## config.mk

```make
export PLATFORM = sky130hd
export DESIGN_NAME = r5fp_int_sqrt_seq
export DESIGN_NICKNAME = d
export VERILOG_FILES = /design/src/rtl/r5fp_isqrt_pkg.sv /design/src/rtl/r5fp_isqrt_step.sv /design/src/rtl/r5fp_int_sqrt_seq.sv
export SDC_FILE = /design/constraint.sdc
export NUM_CORES = 1
export LEC_CHECK = 0
export CORE_MARGIN = 3
export CORE_UTILIZATION = 55
export CTS_BUF_LIST = sky130_fd_sc_hd__clkbuf_4
export CTS_CLUSTER_DIAMETER = 150
export CTS_CLUSTER_SIZE = 8
export DETAILED_ROUTE_END_ITERATION = 16
export PLACE_DENSITY = 0.8
export SKIP_CTS_REPAIR_TIMING = 1
export SLEW_MARGIN = 20
export SYNTH_ARGS = -nofsm -noshare
export SYNTH_HDL_FRONTEND = slang
export SYNTH_SLANG_ARGS = --single-unit
```

## constraint.sdc

```tcl
create_clock -name clk -period 2.9 [get_ports clk]
set_clock_uncertainty 0.15 [all_clocks]
set_input_delay 0.435 -clock clk [delete_from_list [all_inputs] [get_ports clk]]
set_output_delay 0.435 -clock clk [all_outputs]
set_load 0.005 [all_outputs]
```

## src/rtl/r5fp_isqrt_pkg.sv

```systemverilog
// r5fp_isqrt_pkg: state encoding and counter-width helper for the sequential integer square root.
package r5fp_isqrt_pkg;
  typedef enum logic [1:0] {IDLE, BUSY, DONE} state_t;
  function automatic int clog2(input int n);
    int r = 0;
    while ((1 << r) < n) r++;
    return r;
  endfunction
endpackage

```

## src/rtl/r5fp_isqrt_step.sv

```systemverilog
// r5fp_isqrt_step: one restoring square-root iteration, producing one root bit.
module r5fp_isqrt_step #(
  parameter int W = 14
) (
  input  logic [W:0]   r,
  input  logic [W-1:0] q,
  input  logic [1:0]   bits,
  output logic [W:0]   r_nxt,
  output logic [W-1:0] q_nxt
);
  logic [W+2:0] t;
  logic [W+2:0] trial;
  logic         ge;
  // r[W] is zero whenever a step is taken, so widening t keeps the result exact
  assign t     = {r, bits};
  assign trial = {1'b0, q, 2'b01};
  assign ge    = t >= trial;
  assign r_nxt = (W+1)'(ge ? t - trial : t);
  assign q_nxt = {q[W-2:0], ge};
endmodule

```

## src/rtl/r5fp_int_sqrt_seq.sv

```systemverilog
// r5fp_int_sqrt_seq: iterative floor(sqrt({D,W'b0})) with remainder, one root bit per cycle.
// Optional R5FP_ISQRT_ZERO_BYPASS_EN: a zero radicand completes in a single edge.
module r5fp_int_sqrt_seq
  import r5fp_isqrt_pkg::*;
#(
  parameter int W = 14
) (
  input  logic         clk,
  input  logic         reset,
  input  logic [W-1:0] D_i,
  input  logic         strobe_i,
  output logic [W-1:0] Quo_o,
  output logic [W:0]   Rem_o,
  output logic         done_o,
  output logic         ready_o
);
  localparam int CW = clog2(W);
  state_t         state, state_nxt;
  logic [2*W-1:0] rad;
  logic [W-1:0]   q, q_nxt;
  logic [W:0]     r, r_nxt;
  logic [CW-1:0]  cnt;
  logic           accept, last, zero_byp;
  assign ready_o = state != BUSY;
  assign done_o  = state == DONE;
  assign accept  = ready_o && strobe_i;
  assign last    = cnt == '0;
`ifdef R5FP_ISQRT_ZERO_BYPASS_EN
  assign zero_byp = D_i == '0;
`else
  assign zero_byp = 1'b0;
`endif
  r5fp_isqrt_step #(.W(W)) u_step (
    .r     (r),
    .q     (q),
    .bits  (rad[2*W-1 -: 2]),
    .r_nxt (r_nxt),
    .q_nxt (q_nxt)
  );
  always_comb begin
    state_nxt = state;
    if (accept) state_nxt = zero_byp ? DONE : BUSY;
    else if (state == DONE) state_nxt = IDLE;
    else if (state == BUSY && last) state_nxt = DONE;
  end
  always_ff @(posedge clk or posedge reset) begin
    if (reset) begin
      state <= IDLE;
      rad   <= '0;
      q     <= '0;
      r     <= '0;
      cnt   <= '0;
      Quo_o <= '0;
      Rem_o <= '0;
    end else begin
      state <= state_nxt;
      if (accept) begin
        rad <= {D_i, {W{1'b0}}};
        q   <= '0;
        r   <= '0;
        cnt <= CW'(W - 1);
        if (zero_byp) begin
          Quo_o <= '0;
          Rem_o <= '0;
        end
      end else if (state == BUSY) begin
        rad <= rad << 2;
        q   <= q_nxt;
        r   <= r_nxt;
        if (!last) cnt <= cnt - CW'(1);
        if (last) begin
          Quo_o <= q_nxt;
          Rem_o <= r_nxt;
        end
      end
    end
  end
  w_even: assert property (@(posedge clk) (W % 2) == 0);
endmodule

```

Yosys cells after proc, flatten, opt, wreduce, memory -nomap -nowiden

Index checks and enable logic that the tools add are counted.

Bits in registers: 92
Bits of input ports: 17
Output and inout port bits: 31
Logic and storage cells: 35

Add/sub/neg operators: 2
Magnitude comparators: 1
Eq/ne operators: 4
Muxes and demuxes: 13
Bitwise logic cells: 1
Reduce and logical (&&, ||, !) cells: 7

Operators by type and width:

| kind                  | count |
|---|---|
| $mux W28              | 2 |
| $mux W15              | 3 |
| $mux W14              | 2 |
| $ge A17 B16 Y1        | 1 |
| $sub A15 B15 Y15      | 1 |
| $mux W4               | 3 |
| $mux W2               | 3 |
| $logic_not A4 Y1      | 1 |
| $sub A4 B1 Y4 const B | 1 |
| $reduce_and A3 Y1     | 1 |
| $reduce_bool A3 Y1    | 1 |
| $eq A2 B1 Y1 const B  | 1 |
| $eq A2 B2 Y1 const B  | 1 |
| $logic_and A1 B1 Y1   | 2 |
| $ne A2 B1 Y1 const B  | 1 |
| $ne A2 B2 Y1 const B  | 1 |
| $reduce_and A2 Y1     | 1 |
| $reduce_bool A2 Y1    | 1 |
| $not A1 Y1            | 1 |

Logic depth before layout (Yosys ltp)

Gate-level depths: netlist of the first run.

Word-level depth: 5
Gate-level depth with buffers: 10
Gate-level depth less buffers: 8

By module

A second synthesis of the first run with hierarchy kept.

Cells, all modules: 421
Area total of the unflattened synthesis: 4,434.3 um^2

Modules (own cells, without submodules):

| module            | times used | cells each | area an instance (um^2) | sequential area each (um^2) |
|---|---|---|---|---|
| r5fp_int_sqrt_seq | 1          | 279        | 3,313.2                 | 1,951.9 |
| r5fp_isqrt_step   | 1          | 142        | 1,121.1                 | 0.0 |

Least setup slack after synthesis of the first run

No wires, ideal clock.

Kind: register -> register
Start: register q[0]
End: register r[4]
Setup time: 0.135 ns
Data arrival time: 1.994 ns
Path slack: 0.621 ns
Stages on the path, launching flop included: 10
Clock period less this slack: 2.279 ns
Cells stage by stage: dfrtp_1 -> inv_1 -> ha_1 -> o211ai_1 -> o211ai_2 -> and4_4 -> a211o_4 -> buf_6 -> mux2i_1 -> o21ai_1

Longest elaborated chain between the ends: 4
Elaborated cells between the ends (all ways): 5

Ends and longest elaborated chain:

| element                                                   | RTL line                                     | source |
|---|---|---|
| from (decl)                                               | r5fp_int_sqrt_seq.sv:20                      | `logic [W-1:0] q, q_nxt;` |
| from (signal assigned)                                    | r5fp_int_sqrt_seq.sv:68                      | `q <= q_nxt;` |
| $sub A15 B15 Y15 / $ge A17 B16 Y1 (equally long branches) | r5fp_isqrt_step.sv:18, r5fp_isqrt_step.sv:17 |  |
| $mux W15 (*)                                              | r5fp_isqrt_step.sv:18                        | `assign r_nxt = (W+1)'(ge ? t - trial : t);` |
| $mux W15 (*)                                              | r5fp_int_sqrt_seq.sv:66                      | `end else if (state == BUSY) begin` |
| $mux W15 (*)                                              | r5fp_int_sqrt_seq.sv:57                      | `if (accept) begin` |
| to (signal assigned)                                      | r5fp_int_sqrt_seq.sv:69                      | `r <= r_nxt;` |
| to (decl)                                                 | r5fp_int_sqrt_seq.sv:21                      | `logic [W:0] r, r_nxt;` |

Mark *: on every way between the ends. The rest lies on a longest branch, timed or not. The select of a mux whose other input is x is not followed.
A chain may end at the register's enable or synchronous reset.

Final worst setup path of the first run

Start: register r[8]
End: register r[9]

Longest elaborated chain between the ends: 4

Ends and longest elaborated chain:

| element        | RTL line                | source |
|---|---|---|
| $ge A17 B16 Y1 | r5fp_isqrt_step.sv:17   | `assign ge = t >= trial;` |
| $mux W15       | r5fp_isqrt_step.sv:18   |  |
| $mux W15       | r5fp_int_sqrt_seq.sv:66 |  |
| $mux W15       | r5fp_int_sqrt_seq.sv:57 |  |

No other way between the ends. The select of a mux whose other input is x is not followed.

==> impl_metrics.toml, run 1 <==
[status]
status = "finished clean"

[clock_network]
numCtsBuffers = 9
cts.sinks = 78
insertion_delay_ns = 0.43
h-tree-depth = 3
cts_tree = "yes"
clkSlewWorstSetupHoldPaths_ns = 0.13
clock-root-buffer = "clkbuf_4"
ctsLongestPathBuffers = 2

[critical_path]
crit_buf_inv = 0
regToRegSetupSlack_ns = 0.24
cp_cell_sequence = "ha_1 -> and4_1 -> nand4_1 -> a21oi_2 -> a211o_4 -> mux2i_1 -> o21ai_0"
start_kind = "flip-flop"
path_class = "reg2reg"
crit_fanout = 23
arrival_ns = 2.82
cpMaxStageDelayCell = "dfrtp_1"
cp-end-kind = "flip-flop"
r2r_end = "r[9]"
cp_top_family = "compound AO/OA/AOI/OAI gates"
worst-r2r-cell-count = 7
worstPathRequired_ns = 3.05
slowest_delay_ns = 0.46
r2r-start = "r[8]"

[worst_hold_path]
hold_class = "in2async"

[timing]
final.setup.tns_ns = 0
final-setup-viol-count = 0
rsz0062_at_grt = "false"
maxSlewHeadroom_pct = 60.32
finalHoldViolations = 0
maxClockFrequency_ghz = 0.3753
slew_violations = 0
final.min_clock_period_ns = 2.665
period_share_pct = 91.89
tightest_slew_ns = 0.5952

[drt]
via_per_inst = 5.771
drt_pass1_iterations = 5
drc = 0
route.vias.total = 3301
wl_um = 9404
postRouteAntennaNets = 0
drt_iter0_markers = 228
wl_per_cell_um = 16.44

[power]
peakVddDrop_v = 0.0007755
clockPowerShare_pct = 9.7
comb_power_share_pct = 61.2
p_sw_share_pct = 46.18
powerDensity_nw_per_um2 = 1391
seqPwrFrac_pct = 29.1
p_int_mw = 3.561
switchingPower_mw = 3.055
leakagePower_nw = 2.162

[grt]
grt_pass1_vias = 3305
overflow = 0
antenna_found_initial = 0
track_usage_pct = 23.66
use_met1_pct = 30.27
top_usage_layer = "met2"
grtUsageMet3_pct = 5.004
grtUsageMet2_pct = 39.48
grt_pass1_wl_um = 15860
grt_start_max_net_pins = 66

[final_layout]
nets = 506
finalCoreUtilization_pct = 68.14
regArea_um2 = 1952
n_fill_cell = 595
multi_input_area_um2 = 1927
drive_gt1_share_pct = 7.143
diodes = 0
area_delta_synth_final_pct = 17.13

[floorplan]
rows = 30
die_w_um = 91.93
core_um2 = 6982
pin_count = 48
dieArea_um2 = 8451
dieHeight_um = 91.93
initial_core_util_pct = 58.17

[synth]
syn-cell-area_um2 = 4061
synth_seq_area_share_pct = 48.06
synthDominantCellAreaShare_pct = 48.06
synthesis.nets = 465
syn_area_per_cell_um2 = 9.445
async_flop_share_pct = 100.0
synth_edf_count = 0
ys_warn_count = 0
netlist-cell-type-count = 49
synth-seq-cells = 78
synth_flop_cell = "dfrtp_1"
yosysTopAreaCell = "dfrtp_1"
synthCells = 430
synthTopCellsByArea = "dfrtp_1 (48%), nand2_1 (7.2%), mux2i_1 (5.9%)"

[place]
hpwl_um = 6738
numPortBuffers = 47
gp_congestion = 0.9696

[job]
maxCapViolations = 0
==> layout make-up <==
type                    count  area share, %
flip-flops and latches     78          41.03
multi-input cells         304          40.51
repair buffers             54          11.26
well taps                  96          2.525
inverters                  24          1.894
clock buffers               9          1.420
clock inverters             7          1.368
==> flip-flops by register name (all words and copies together) (netlist names) <==
signal  count
cnt         4
r          15
q          14
state       2
Rem_o      15
Quo_o      14
rad        14
==> layer usage <==
layer | part of all wire [%] | vias up
li1 | - | 1590
met4 | 2.7 | 0
met5 | 0 | -
met1 | 44 | 1605
met3 | 4.0 | 21
met2 | 49 | 85
==> per-stage QoR <==
step | std cells | instance area (um^2) | worst slack [ns] | power [mW] | hold WS [ns]
final | 572 | 4757 | 0.2352 | 6.617 | 0.2163
after global routing | 572 | 4757 | 0.07118 | 7.172 | 0.2211
after CTS | 572 | 4757 | 0.2505 | 6.596 | 0.2206
after detailed placement | 556 | 4624 | 0.2683 | 5.940 | 0.3171
after global placement | 556 | 4624 | 0.2822 | 5.805 | 0.3051
after floorplan | 430 | 4061 | 0.3200 | 4.762 | 0.2985
==> worst register-to-register path: cells and delay by family (launching register included) <==
family / cells / cell delay (ns)
muxes: 1 / 0.34
DFF: 1 / 0.46
adders and majority gates: 1 / 0.46
and+or+nand+nor: 2 / 0.38
AOI/OAI and AO/OA: 3 / 0.74
==> placed cells by master (no fill, tap or decap), types with 11 or more instances in the layout <==
cell              n
dfrtp_1          78
nand2_1          78
clkdlybuf4s50_1  47
o21ai_0          39
mux2i_1          24
inv_1            22
nand3_1          18
ha_1             18
o31ai_1          17
o21ai_1          16
a21oi_1          11
==> worst max-delay path by stage <==
stage / startpoint / endpoint / slack, ns / cells past startpoint
5_1_grt: r[8] / r[9] / 0.07 / 7
3_5_place_dp: r[12] / r[9] / 0.27 / 6
4_1_cts: q[9] / r[9] / 0.25 / 8
2_1_floorplan: reset / Quo_o[0] / 0.32 / 1
6_report: r[8] / r[9] / 0.24 / 7
3_3_place_gp: r[12] / Rem_o[9] / 0.28 / 6
==> logic make-up (layout without fill, tap and decap cells) <==
kind of cell / count (synthesis) / in the layout / synth area share [%]
compound gates: 115 / 115 / 17.90
mux: 25 / 25 / 6.285
xor+xnor: 11 / 11 / 2.372
fa+ha+maj: 18 / 18 / 5.545
flops: 78 / 78 / 48.06
simple gates: 135 / 135 / 15.16
buf+inv: 48 / 94 / 4.683
==> power by group through the flow <==
stage                     clock [mW]  combinational (mW)  sequential (mW)
after global routing           0.705                4.49             1.98
after global placement             0                3.89             1.92
after floorplan                    0                2.90             1.86
after CTS                      0.651                4.02             1.92
final                          0.641                4.05             1.92
after detailed placement           0                4.00             1.94
==> synthesized netlist by cell type (all sizes together), types with 4 or more instances <==
cell     n
nor3     7
mux2i   24
inv     23
and4     5
buf     10
nor2    10
dfrtp   78
o31ai   17
a21oi   13
ha      18
clkbuf  14
and2     4
nand3   18
nand2   78
a21o     4
o21ai   57
nand4    5
xnor2    9
Note: power is estimated with default switching activity, not from simulation.
==> run 2: changes to the inputs <==
- CORE_MARGIN: 3 -> default
==> run 2 against run 1 <==
Clock power up 20%. Clock-buffer cell count unchanged. Critical path depth up 1. Sequential cell count unchanged. Cell count unchanged. Die area down 8.5%. Critical path type unchanged. Largest cell class unchanged. Largest power group unchanged. Highest routed layer unchanged.
==> impl_metrics.toml, run 2 (synthesized netlist as in run 1, its figures left out) <==
[timing]
final.setup.tns_ns = 0
slew_violations = 0
period_share_pct = 90.86
maxClockFrequency_ghz = 0.3795
final.min_clock_period_ns = 2.635
tightest_slew_ns = 0.5846
finalHoldViolations = 0
rsz0062_at_grt = "false"
final-setup-viol-count = 0
maxSlewHeadroom_pct = 60.02

[drt]
route.vias.total = 3247
wl_per_cell_um = 16.44
postRouteAntennaNets = 0
drc = 0
wl_um = 9403
drt_pass1_iterations = 4
via_per_inst = 5.677
drt_iter0_markers = 235

[final_layout]
regArea_um2 = 1952
multi_input_area_um2 = 1927
final_cell_mix = "dfrtp_1 (78), nand2_1 (78), clkdlybuf4s50_1 (47), o21ai_0 (39), mux2i_1 (24)"
area_delta_synth_final_pct = 17.87
n_fill_cell = 566
diodes = 0
reg_top3 = "Rem_o x15, r x15"
layout.cells.non_filler = 572
drive_gt1_share_pct = 7.353
nets = 506
fin_area_um2 = 4787

[floorplan]
core_um2 = 6944
die_w_um = 87.93
rows = 30
dieHeight_um = 87.93
pin_count = 48
dieArea_um2 = 7732
initial_core_util_pct = 58.49

[power]
leakagePower_nw = 2.175
power_mw = 6.662
powerDensity_nw_per_um2 = 1392
peakVddDrop_v = 0.0007973

[clock_network]
clock-root-buffer = "clkbuf_4"
cts_tree = "yes"
cts.sinks = 78
insertion_delay_ns = 0.45
h-tree-depth = 3
clkSlewWorstSetupHoldPaths_ns = 0.14
ctsLongestPathBuffers = 2
numCtsBuffers = 9

[place]
gp_congestion = 0.8732
numPortBuffers = 47
dp_cells = 556
hpwl_um = 6542
placed_area_um2 = 4624

[status]
status = "finished clean"

[worst_hold_path]
hold_class = "in2async"

[job]
maxCapViolations = 0

[grt]
grt_pass1_wl_um = 15710
antenna_found_initial = 0
grt_pass1_vias = 3236
overflow = 0
track_usage_pct = 27.25
grt_start_max_net_pins = 66

[critical_path]
start_kind = "flip-flop"
worstPathRequired_ns = 3.12
cp-end-kind = "flip-flop"
crit_fanout = 23
arrival_ns = 2.86
path_class = "reg2reg"
-- run 2: cell types whose count changed in the layout (fill, tap and decap cells not counted) --
cell / before / now
clkinv_1: 2 / 1
clkinv_2: 3 / 2
clkinv_4: 1 / 0
bufinv_16: 1 / 2
inv_6: 0 / 2
-- run 2: worst paths after layout --
path | from | end | slack, ns | cells past startpoint
min in group clk | Quo_o[5] | Quo_o[5] | 0.35 | 2
max in group asynchronous | reset | r[1] | 1.85 | 3
min | reset | Quo_o[11] | 0.16 | 2
max reg2reg | q[4] | Rem_o[1] | 0.27 | 8
min reg2reg | Quo_o[5] | Quo_o[5] | 0.35 | 2
max | q[4] | Rem_o[1] | 0.27 | 8
-- run 2: metal layers --
metal	share of wire, %	vias to the layer above	global-route usage, %
met2	50	58	45.67
met1	44	1571	34.97
li1	-	1599	-
met3	3.4	19	5.278
met5	0	-	0
met4	1.9	0	10.58
-- run 2: where the power goes --
| group | switching (mW) | internal, mW | total, mW |
|---|---|---|---|
| clock | 0.415 | 0.352 | 0.767 |
| combinational | 2.28 | 1.70 | 3.98 |
| sequential | 0.327 | 1.59 | 1.92 |
-- run 2: critical path, stage by stage (launching register included) --
cell and delay, ns:
dfrtp_1 0.38, inv_1 0.09, ha_1 0.39, a21oi_2 0.23
o211ai_2 0.18, and4_4 0.23, a211o_4 0.44, mux2_4 0.36
o21ai_2 0.12
-- run 2: final cells by class --
cell class / count / area share [%]
sequential: 78 / 40.77
multi-input combinational: 304 / 40.25
timing repair buffer: 54 / 11.19
tap: 96 / 2.509
clock inverter: 7 / 1.986
inverter: 24 / 1.882
clock buffer: 9 / 1.411
-- run 2: metrics by stage --
step	util (%)	hold WS [ns]	setup slack, ns
3_3_place_gp	66.59	0.3043	0.3197
2_1_floorplan	-	0.2985	0.3200
6_report	68.94	0.1573	0.2650
3_5_place_dp	66.59	0.3194	0.2972
4_1_cts	68.94	0.1599	0.2659
5_1_grt	68.94	0.1916	0.05918
